--- src/rtl/enable_register.sv ---
// enable_register: N-bit holding register with synchronous load enable and
// asynchronous active-low reset. Basic storage stage of the CDC synchronizer
// datapath: captures D on a rising clk edge when enabled, otherwise holds.
module enable_register #(
    parameter int unsigned N = 8
) (
    input  logic         clk,
    input  logic         reset,
    input  logic         enable,
    input  logic [N-1:0] D,
    output logic [N-1:0] Q
);

    // Stored word: cleared asynchronously while reset is low, loaded from D on enabled edges.
    always_ff @(posedge clk or negedge reset) begin
        if (!reset) begin
            Q <= '0;
        end else if (enable) begin
            Q <= D;
        end
    end

endmodule

--- config.mk ---
export PLATFORM = sky130hd
export DESIGN_NAME = enable_register
export DESIGN_NICKNAME = d
export VERILOG_FILES = /design/src/rtl/enable_register.sv
export SDC_FILE = /design/constraint.sdc
export NUM_CORES = 1
export LEC_CHECK = 0
export BUFFER_PORTS_ARGS = -buffer_cell sky130_fd_sc_hd__clkbuf_2
export CAP_MARGIN = 15
export CORE_AREA = 3 3 40 42
export CTS_CLUSTER_SIZE = 12
export DETAILED_ROUTE_END_ITERATION = 7
export DIE_AREA = 0 0 43 45
export SLEW_MARGIN = 40
export SYNTH_ARGS = -nofsm -noshare
export SYNTH_HDL_FRONTEND = slang
export SYNTH_SLANG_ARGS = --single-unit
--- constraint.sdc ---
create_clock -name clk -period 2 [get_ports clk]
set_input_delay 0.5 -clock clk [delete_from_list [all_inputs] [get_ports clk]]
set_output_delay 0.5 -clock clk [all_outputs]
set_load 0.1 [all_outputs]
# --- Word-level counts from Yosys, hierarchy flattened ---
# Cells that the tools add are included.
word_totals:
  ff_bits: 8
  input_bits: 11

# --- Depth between registers and ports, before layout ---
# Gate-level depths: netlist (run 1).
logic_depth:
  word_depth: 0
  ltp_mapped: 2
  mapped_depth_nobuf: 1

# --- Least setup slack after synthesis (run 1) ---
# Ideal clock, no wire load.
synth_path:
  kind: "register to output"
  from: "reg Q[0]"
  to: "out Q[0]"
  t_required_ps: 1500
  stages_incl_launch_ff: 1
  arrival_ps: 898
  path_slack_ps: 602
  path_cell_list: "dfrtp_1"
synth_rtl:
  columns: ["element", "line_no", "source"]
  rows:
  - ["from (decl)", "11", "output logic [N-1:0] Q"]
  - ["from (signal assigned)", "17", "Q <= '0;"]
  - ["from (signal assigned)", "19", "Q <= D;"]
# No word-level cell between the ends.

# --- Worst setup path in the final report (run 1) ---
layout_path:
  from: "reg Q[5]"
  to: "out Q[5]"
# No word-level cell between the ends.

==> metrics.csv, run 1 <==
stage,metric,value,unit
run_status,status,"complete, no violations",
setup_path,CP arrival,1.05,ns
cells_and_area,fill cell count,134,
cells_and_area,biggest registers after layout,Q: 8 flops,
synth,Post-Synthesis Cells,17,
synth,top post-synthesis cells by area,"dfrtp_1 60%, mux2_4 36%, buf_6 3.4%",
place,placed cell areas,429,sq um
clock_tree,CTS tree,done,
grt,GRT Overall Usage,0.0805,
clock_tree,H-tree Lvls,1,
grt,largest net degree at the start of global routing,9,
sta,setup_tns,0,ns
setup_path,CP Launch Type,register,
floorplan,I/O pin count,19,
grt,first-pass GRT wire length,1050,um
cells_and_area,synthesis-to-layout area growth,36.2,%
clock_tree,Max clock buf depth,2,
clock_tree,CTS sink count,8,
place,IO Port Bufs,18,
sta,Worst slew margin,0.639,
cells_and_area,final antenna diode count,0,
drt,DRC Markers,0,
clock_tree,clk_lat worst skew,0.25,ns
sta,final setup vio count,0,
cells_and_area,max reg flops,8,
floorplan,Initial Utilization,0.258,
place,GPL Wtd Cong,0.613,
flow_run,max_cap viols,0,
setup_path,critical path class,reg -> out,
power,LEAKAGE,0.000248,uW
power,Peak VDD IR,0.000350,V
synth,number of synthesis warnings,0,
drt,Via Count,213,
setup_path,crit path cell chain,clkbuf_2,
grt,grt total ovfl,0,
worst_hold_path,Min-Delay Path Class,in -> async,
sta,Final Hold Vio Count,0,
floorplan,Chip Height,45,um
setup_path,FF-to-FF Start,Q[4],
setup_path,worst setup path startpoint,Q[5],
cells_and_area,final net count,50,
drt,Routed Antenna Nets,0,
synth,Synth area leader,dfrtp_1,
synth,register area share after synthesis,0.604,
setup_path,Worst Path Buf+Inv,1,
clock_tree,Num CTS Buffers,3,
synth,Avg Inst Size Synth,19.5,sq um
synth,Yosys reg bits,8,
clock_tree,"Hold-fix buffers, CTS",0,
drt,drt initial violations,1,
setup_path,worst path required time,1.50,ns
drt,final wirelength,586,um
grt,vias in the first global route,232,
sta,RSZ-0062 raised after global routing,no,
floorplan,die footprint,0.00194,sq mm
sta,actual slew at the worst max-slew pin,0.543,ns
clock_tree,clock slew at reported path FFs,0.05,ns
floorplan,Std-Cell Rows,13,
clock_tree,Clock Tree Root,clkbuf_4,
setup_path,CP peak stage delay,0.46,ns
drt,wire length per cell,11.3,um
setup_path,Worst path slowest cell,clkbuf_2,
synth,share of the synthesized area in the top cell type,0.604,
sta,clk_skew,0,ns
setup_path,CP Max Fanout,2,
drt,routed vias/inst,4.10,
setup_path,Critical Path End Type,output port,
sta,"Period Utilization, post-route",0.776,
clock_tree,post_cts resized,0,
sta,Final Max Slew Viols,0,
sta,max frequency,644,MHz
setup_path,cell family with most CP delay,buffers and inverters,
cells_and_area,final instance area,452,sq um
cells_and_area,share of layout cells above drive strength 1,0.784,
floorplan,Core Box Area,0.00128,sq mm
synth,synthesized area,332,sq um
synth,syn_nets,28,
clock_tree,Post-CTS Setup Bufs,0,
synth,Synth cell types,3,
cells_and_area,Biggest register,Q,
drt,Initial DRT Pass Iterations,2,
power,pwr dens,1080,mW/mm^2
sta,post-layout min period,1.55,ns
floorplan,die width,43,um
grt,initial antenna violation count,0,
worst paths after layout:
check / end / slack [ns] / cells after the start
hold reg to reg: Q[6] / 0.51 / 1
setup reg to reg: Q[4] / 1.24 / 1
max in group asynchronous: Q[1] / 1.72 / 1
hold / removal: Q[5] / 0.09 / 1
setup / recovery: Q[5] / 0.45 / 1
min in group clk: Q[0] / 0.48 / 2
placed cells by master (no fill, tap or decap):
cell      count
mux2_4        8
clkbuf_4      3
dfrtp_1       8
clkbuf_2     18
cell usage after synthesis:
cell,n
buf_6,1
mux2_4,8
dfrtp_1,8
layer usage:
layer,global-route usage,wire length [um],part of all wire,vias up
li1,-,-,-,100
met1,0.0835,248,0.42,101
met2,0.123,265,0.45,12
met3,0.0598,72,0.12,0
met4,0.0361,0,0,0
met5,0,0,0,-
stage by stage:
step	hold WS [ns]	util	cells	power [uW]	setup slack [ns]
floorplan	0.204	-	17	342	0.602
global placement	0.364	0.334	49	373	0.712
detailed placement	0.362	0.334	49	374	0.704
CTS	0.0879	0.352	52	499	0.431
global route	0.0815	0.352	52	520	0.375
finish	0.0921	0.352	52	488	0.448
kinds of logic after synthesis:
logic type	count (synthesis)	share of synthesized area
muxes	8	0.362
DFF	8	0.604
buffers and inverters	1	0.0340
power breakdown:
group	internal, uW	switching (uW)	leakage, uW
Clock	68.4	50.2	0.0000138
Combinational	40.8	142	0.000141
Sequential	178	8.26	0.0000935
Total	288	201	0.000248
cell type report:
type / count / area, sq um / area share
clock buffer: 3 / 22.5 / 0.0499
tap: 15 / 18.8 / 0.0416
sequential: 8 / 200 / 0.443
multi-input combinational: 8 / 120 / 0.266
timing repair buffer: 18 / 90.1 / 0.199
Power figures use the tool's default switching activity.
==> run 2, diff against run 1 <==
--- a/config.mk
+++ b/config.mk
@@ -5,6 +5,7 @@
 export SDC_FILE = /design/constraint.sdc
 export NUM_CORES = 1
 export LEC_CHECK = 0
+export ABC_AREA = 1
 export BUFFER_PORTS_ARGS = -buffer_cell sky130_fd_sc_hd__clkbuf_2
 export CAP_MARGIN = 15
 export CORE_AREA = 3 3 40 42
==> constraint.sdc (replaced) <==
create_clock -name clk -period 1.6 [get_ports clk]
set_input_delay 0.4 -clock clk [delete_from_list [all_inputs] [get_ports clk]]
set_output_delay 0.4 -clock clk [all_outputs]
set_load 0.1 [all_outputs]
==> metrics.csv, run 2 <==
stage,metric,value,unit
floorplan,Core Box Area,0.00128,sq mm
place,IO Port Bufs,18,
setup_path,cell family with most CP delay,buffers and inverters,
synth,Post-Synthesis Cells,34,
floorplan,die footprint,0.00194,sq mm
drt,routed vias/inst,4.09,
cells_and_area,biggest registers after layout,Q: 8 flops,
sta,"Period Utilization, post-route",0.905,
clock_tree,CTS sink count,8,
run_status,status,"complete, no violations",
setup_path,CP arrival,1.05,ns
synth,"count leader, synth",nand2_1,
synth,Synth area leader,dfrtp_1,
clock_tree,clock slew at reported path FFs,0.05,ns
sta,Final Max Slew Viols,0,
clock_tree,Max clock buf depth,2,
power,pwr dens,1310,mW/mm^2
synth,"FFs w/ async S/R, synth",1.00,
floorplan,Initial Utilization,0.238,
setup_path,Crit path depth,1,
place,GPL Wtd Cong,0.580,
cells_and_area,Biggest register,Q,
cells_and_area,max reg flops,8,
clock_tree,clk_lat worst skew,0.25,ns
cells_and_area,"leading cell type in the layout, fill and taps excluded",nand2_1,
clock_tree,Num CTS Buffers,3,
sta,Worst slew margin,0.642,
cells_and_area,final net count,68,
sta,Final Hold Vio Count,0,
clock_tree,H-tree Lvls,1,
sta,clk_skew,0,ns
cells_and_area,synthesis-to-layout area growth,45.1,%
synth,Synth cell types,4,
worst_hold_path,Min-Delay Path Class,in -> reg,
setup_path,Worst path slowest cell,clkbuf_2,
floorplan,die width,43,um
sta,hold slack,0.349,ns
setup_path,path depth of the worst reg2reg path,2,
sta,actual slew at the worst max-slew pin,0.539,ns
sta,max frequency,690,MHz
synth,top post-synthesis cells by area,"dfrtp_1 66%, nand2_1 30%, buf_6 3.7%, inv_2 1.2%",
sta,final setup vio count,0,
setup_path,CP Max Fanout,2,
synth,Most used DFF post-synth,dfrtp_1,
setup_path,Setup crit end,Q[0],
setup_path,Critical Path End Type,output port,
floorplan,I/O pin count,19,
cells_and_area,final antenna diode count,0,
drt,DRC Markers,0,
setup_path,CP peak stage delay,0.46,ns
clock_tree,Clock Tree Root,clkbuf_4,
drt,final wirelength,673,um
synth,number of synthesis warnings,0,
synth,Yosys reg bits,8,
grt,grt total ovfl,0,
synth,share of the synthesized area in the top cell type,0.656,
setup_path,worst path required time,1.20,ns
synth,syn_nets,45,
setup_path,crit path cell chain,clkbuf_2,
setup_path,worst setup path startpoint,Q[0],
setup_path,Critical R2R Capture,Q[2],
synth,Avg Inst Size Synth,8.98,sq um
synth,top post-synthesis cells by count,"24 x nand2_1, 8 x dfrtp_1, 1 x buf_6, 1 x inv_2",
grt,first-pass GRT wire length,1120,um
clock_tree,CTS tree,done,
setup_path,Worst Path Buf+Inv,1,
setup_path,FF-to-FF Start,Q[2],
cells_and_area,fill cell count,143,
synth,register area share after synthesis,0.656,
floorplan,Std-Cell Rows,13,
synth,Post-synth EDFFs,0,
grt,largest net degree at the start of global routing,10,
drt,Via Count,286,
sta,post-layout min period,1.45,ns
drt,Initial DRT Pass Iterations,3,
synth,synthesized area,305,sq um
sta,setup_tns,0,ns
setup_path,critical path class,reg -> out,
grt,initial antenna violation count,0,
grt,vias in the first global route,276,
drt,drt initial violations,2,
flow_run,max_cap viols,0,
setup_path,CP Launch Type,register,
grt,GRT Overall Usage,0.0816,
cells_and_area,"commonest cells after routing, fill and taps aside","24 x nand2_1, 15 x clkbuf_2, 8 x dfrtp_1",
drt,wire length per cell,9.61,um
floorplan,Chip Height,45,um
drt,Routed Antenna Nets,0,
sta,RSZ-0062 raised after global routing,no,
power,Peak VDD IR,0.000437,V
cells_and_area,share of layout cells above drive strength 1,0.400,
setup_path,reg2reg setup slack,1.01,ns
power,LEAKAGE,0.000267,uW
-- run 2: cell types whose count changed after synthesis --
cell     change
nand2_1     +24
mux2_4       -8
inv_2        +1
-- run 2: repair_timing --
action,4_1_cts,5_1_grt
endpoints found under the hold margin,8,0
setup buffers,0,0
hold buffers,1,0
resized for setup,0,0
-- run 2: per-layer routing --
metal,part of all wire,GRT usage,vias to the layer above
li1,-,-,144
met1,0.44,0.0943,127
met2,0.44,0.123,13
met3,0.11,0.0239,2
met4,0.0059,0.0723,0
met5,0,0,-
-- run 2: logic make-up (layout without fill, tap and decap cells) --
logic type,count (synthesis),in the layout,share of synthesized area
DFF,8,8,0.656
buffers and inverters,2,23,0.0492
and+or+nand+nor,24,24,0.295
-- run 2: final cells by class --
cell class / count / area [sq um] / area share
timing repair buffer: 19 / 108 / 0.243
multi-input combinational: 24 / 90.1 / 0.203
inverter: 1 / 3.75 / 0.00847
sequential: 8 / 200 / 0.452
clock buffer: 3 / 22.5 / 0.0508
tap: 15 / 18.8 / 0.0424
-- run 2: per-stage QoR --
step / power [uW] / cells / instance area, sq um / util / setup WS (ns)
global route: 608 / 70 / 443 / 0.345 / 0.0872
detailed placement: 430 / 66 / 410 / 0.319 / 0.416
floorplan: 388 / 34 / 305 / - / 0.302
CTS: 587 / 70 / 443 / 0.345 / 0.140
finish: 578 / 70 / 443 / 0.345 / 0.151
global placement: 429 / 66 / 410 / 0.319 / 0.421
-- run 2: worst min path at each step --
stage,startpoint,slack [ns],depth (start not counted),endpoint
6_report,D[7],0.35,3,Q[7]
3_3_place_gp,reset,0.26,1,Q[4]
5_1_grt,D[7],0.34,3,Q[7]
4_1_cts,D[7],0.34,3,Q[7]
2_1_floorplan,reset,0.10,0,Q[0]
3_5_place_dp,reset,0.26,1,Q[4]
-- run 2: power breakdown --
part	switching, uW	internal [uW]	total [uW]	leakage (uW)
combinational	164	33.9	198	0.000156
sequential	9.01	220	229	0.0000974
clock	65.4	85.6	151	0.0000138
-- run 2: worst min-delay path, stage by stage --
cell and delay, ns:
clkbuf_2 0.07, nand2_1 0.04, nand2_1 0.05
==> run 3, diff against run 2 <==
--- a/config.mk
+++ b/config.mk
@@ -8,10 +8,13 @@
 export ABC_AREA = 1
 export BUFFER_PORTS_ARGS = -buffer_cell sky130_fd_sc_hd__clkbuf_2
 export CAP_MARGIN = 15
+export CELL_PAD_IN_SITES_DETAIL_PLACEMENT = 0
+export CELL_PAD_IN_SITES_GLOBAL_PLACEMENT = 1
 export CORE_AREA = 3 3 40 42
 export CTS_CLUSTER_SIZE = 12
 export DETAILED_ROUTE_END_ITERATION = 7
 export DIE_AREA = 0 0 43 45
+export PLACE_DENSITY_LB_ADDON = 0.1
 export SLEW_MARGIN = 40
 export SYNTH_ARGS = -nofsm -noshare
 export SYNTH_HDL_FRONTEND = slang
==> metrics.csv, run 3 (synthesis gave the netlist of run 2 again) <==
stage,metric,value,unit
grt,grt total ovfl,0,
cells_and_area,synthesis-to-layout area growth,45.9,%
clock_tree,CTS sink count,8,
floorplan,Std-Cell Rows,13,
sta,RSZ-0062 raised after global routing,no,
drt,Routed Antenna Nets,0,
sta,Worst slew margin,0.637,
grt,first-pass GRT wire length,1110,um
clock_tree,Num CTS Buffers,3,
power,Design Power,581,uW
cells_and_area,final net count,68,
sta,actual slew at the worst max-slew pin,0.547,ns
drt,Initial DRT Pass Iterations,4,
drt,Via Count,280,
run_status,status,"complete, no violations",
sta,hold slack,0.343,ns
cells_and_area,max reg flops,8,
setup_path,worst path required time,1.20,ns
clock_tree,Max clock buf depth,2,
grt,vias in the first global route,272,
clock_tree,Clock Tree Root,clkbuf_4,
cells_and_area,Biggest register,Q,
setup_path,cell family with most CP delay,buffers and inverters,
grt,largest net degree at the start of global routing,10,
cells_and_area,biggest registers after layout,Q: 8 flops,
floorplan,die width,43,um
place,IO Port Bufs,18,
floorplan,die footprint,0.00194,sq mm
setup_path,CP peak stage delay,0.46,ns
cells_and_area,post-layout utilization of the core,0.347,
flow_run,max_cap viols,0,
floorplan,Chip Height,45,um
drt,drt initial violations,3,
sta,setup_tns,0,ns
setup_path,CP Max Fanout,2,
clock_tree,clk_lat worst skew,0.25,ns
clock_tree,CTS tree,done,
floorplan,I/O pin count,19,
sta,final setup vio count,0,
worst_hold_path,Min-Delay Path Class,in -> reg,
sta,Final Hold Vio Count,0,
drt,DRC Markers,0,
power,pwr dens,1310,mW/mm^2
sta,Final Max Slew Viols,0,
grt,GRT Overall Usage,0.0859,
setup_path,Worst path slowest cell,clkbuf_2,
setup_path,critical path class,reg -> out,
setup_path,CP arrival,1.06,ns
cells_and_area,"leading cell type in the layout, fill and taps excluded",nand2_1,
drt,wire length per cell,10.6,um
power,LEAKAGE,0.000267,uW
sta,clk_skew,0,ns
clock_tree,clock slew at reported path FFs,0.05,ns
cells_and_area,final antenna diode count,0,
sta,post-layout min period,1.46,ns
clock_tree,H-tree Lvls,1,
setup_path,crit path cell chain,clkbuf_2,
drt,final wirelength,741,um
floorplan,Core Box Area,0.00128,sq mm
cells_and_area,"commonest cells after routing, fill and taps aside","24 x nand2_1, 14 x clkbuf_2, 8 x dfrtp_1",
setup_path,CP Launch Type,register,
grt,initial antenna violation count,0,
place,GPL Wtd Cong,0.616,
setup_path,Worst Path Buf+Inv,1,
cells_and_area,share of layout cells above drive strength 1,0.400,
power,Peak VDD IR,0.000351,V
cells_and_area,Non-Filler Instances,70,
drt,routed vias/inst,4.00,
sta,"Period Utilization, post-route",0.913,
floorplan,Initial Utilization,0.238,
sta,max frequency,685,MHz
place,placed cells,66,
setup_path,Critical Path End Type,output port,
==> run 3: changes by cell type in the layout (fill, tap and decap cells not counted), sizes merged <==
cell	change
clkbuf	-1
buf	+1
==> run 3: final timing paths <==
path	slack, ns	from	depth (start not counted)	to
hold / removal	0.34	D[7]	3	Q[7]
max in group asynchronous	0.89	reset	2	Q[4]
setup / recovery	0.14	Q[4]	1	Q[4]
min in group asynchronous	0.53	reset	2	Q[1]
hold reg to reg	0.47	Q[6]	2	Q[6]
setup reg to reg	1.00	Q[4]	2	Q[4]
==> run 3: power by group <==
group | internal [uW] | switching [uW]
Clock | 85.6 | 65.6
Sequential | 221 | 9.63
Combinational | 35.3 | 165
==> run 3: final cells by class <==
cell class | count | area, sq um
sequential | 8 | 200
fill | 146 | 840
tap | 15 | 18.8
clock buffer | 3 | 22.5
multi-input combinational | 24 | 90.1
timing repair buffer | 19 | 110
inverter | 1 | 3.75
==> run 3: repair_timing <==
| action | 4_1_cts | 5_1_grt |
|---|---|---|
| hold buffers | 1 | 0 |
| setup buffers | 0 | 0 |
| endpoints found under the hold margin | 8 | 0 |
| setup endpoints to repair | 0 | 0 |
| gates resized for setup | 0 | 0 |
==> run 3: metal layers <==
metal  track usage  part of all wire  vias to the layer above
met5             0                 0                        -
met4         0.108            0.0081                        0
met3        0.0359              0.11                        2
met2         0.123              0.46                       13
met1        0.0846              0.42                      122
li1              -                 -                      143
==> run 3: metrics by stage <==
step	setup slack (ns)	instance area (sq um)
after floorplan	0.302	305
after global placement	0.426	413
after detailed placement	0.401	413
after CTS	0.124	445
after global routing	0.0971	445
final	0.139	445
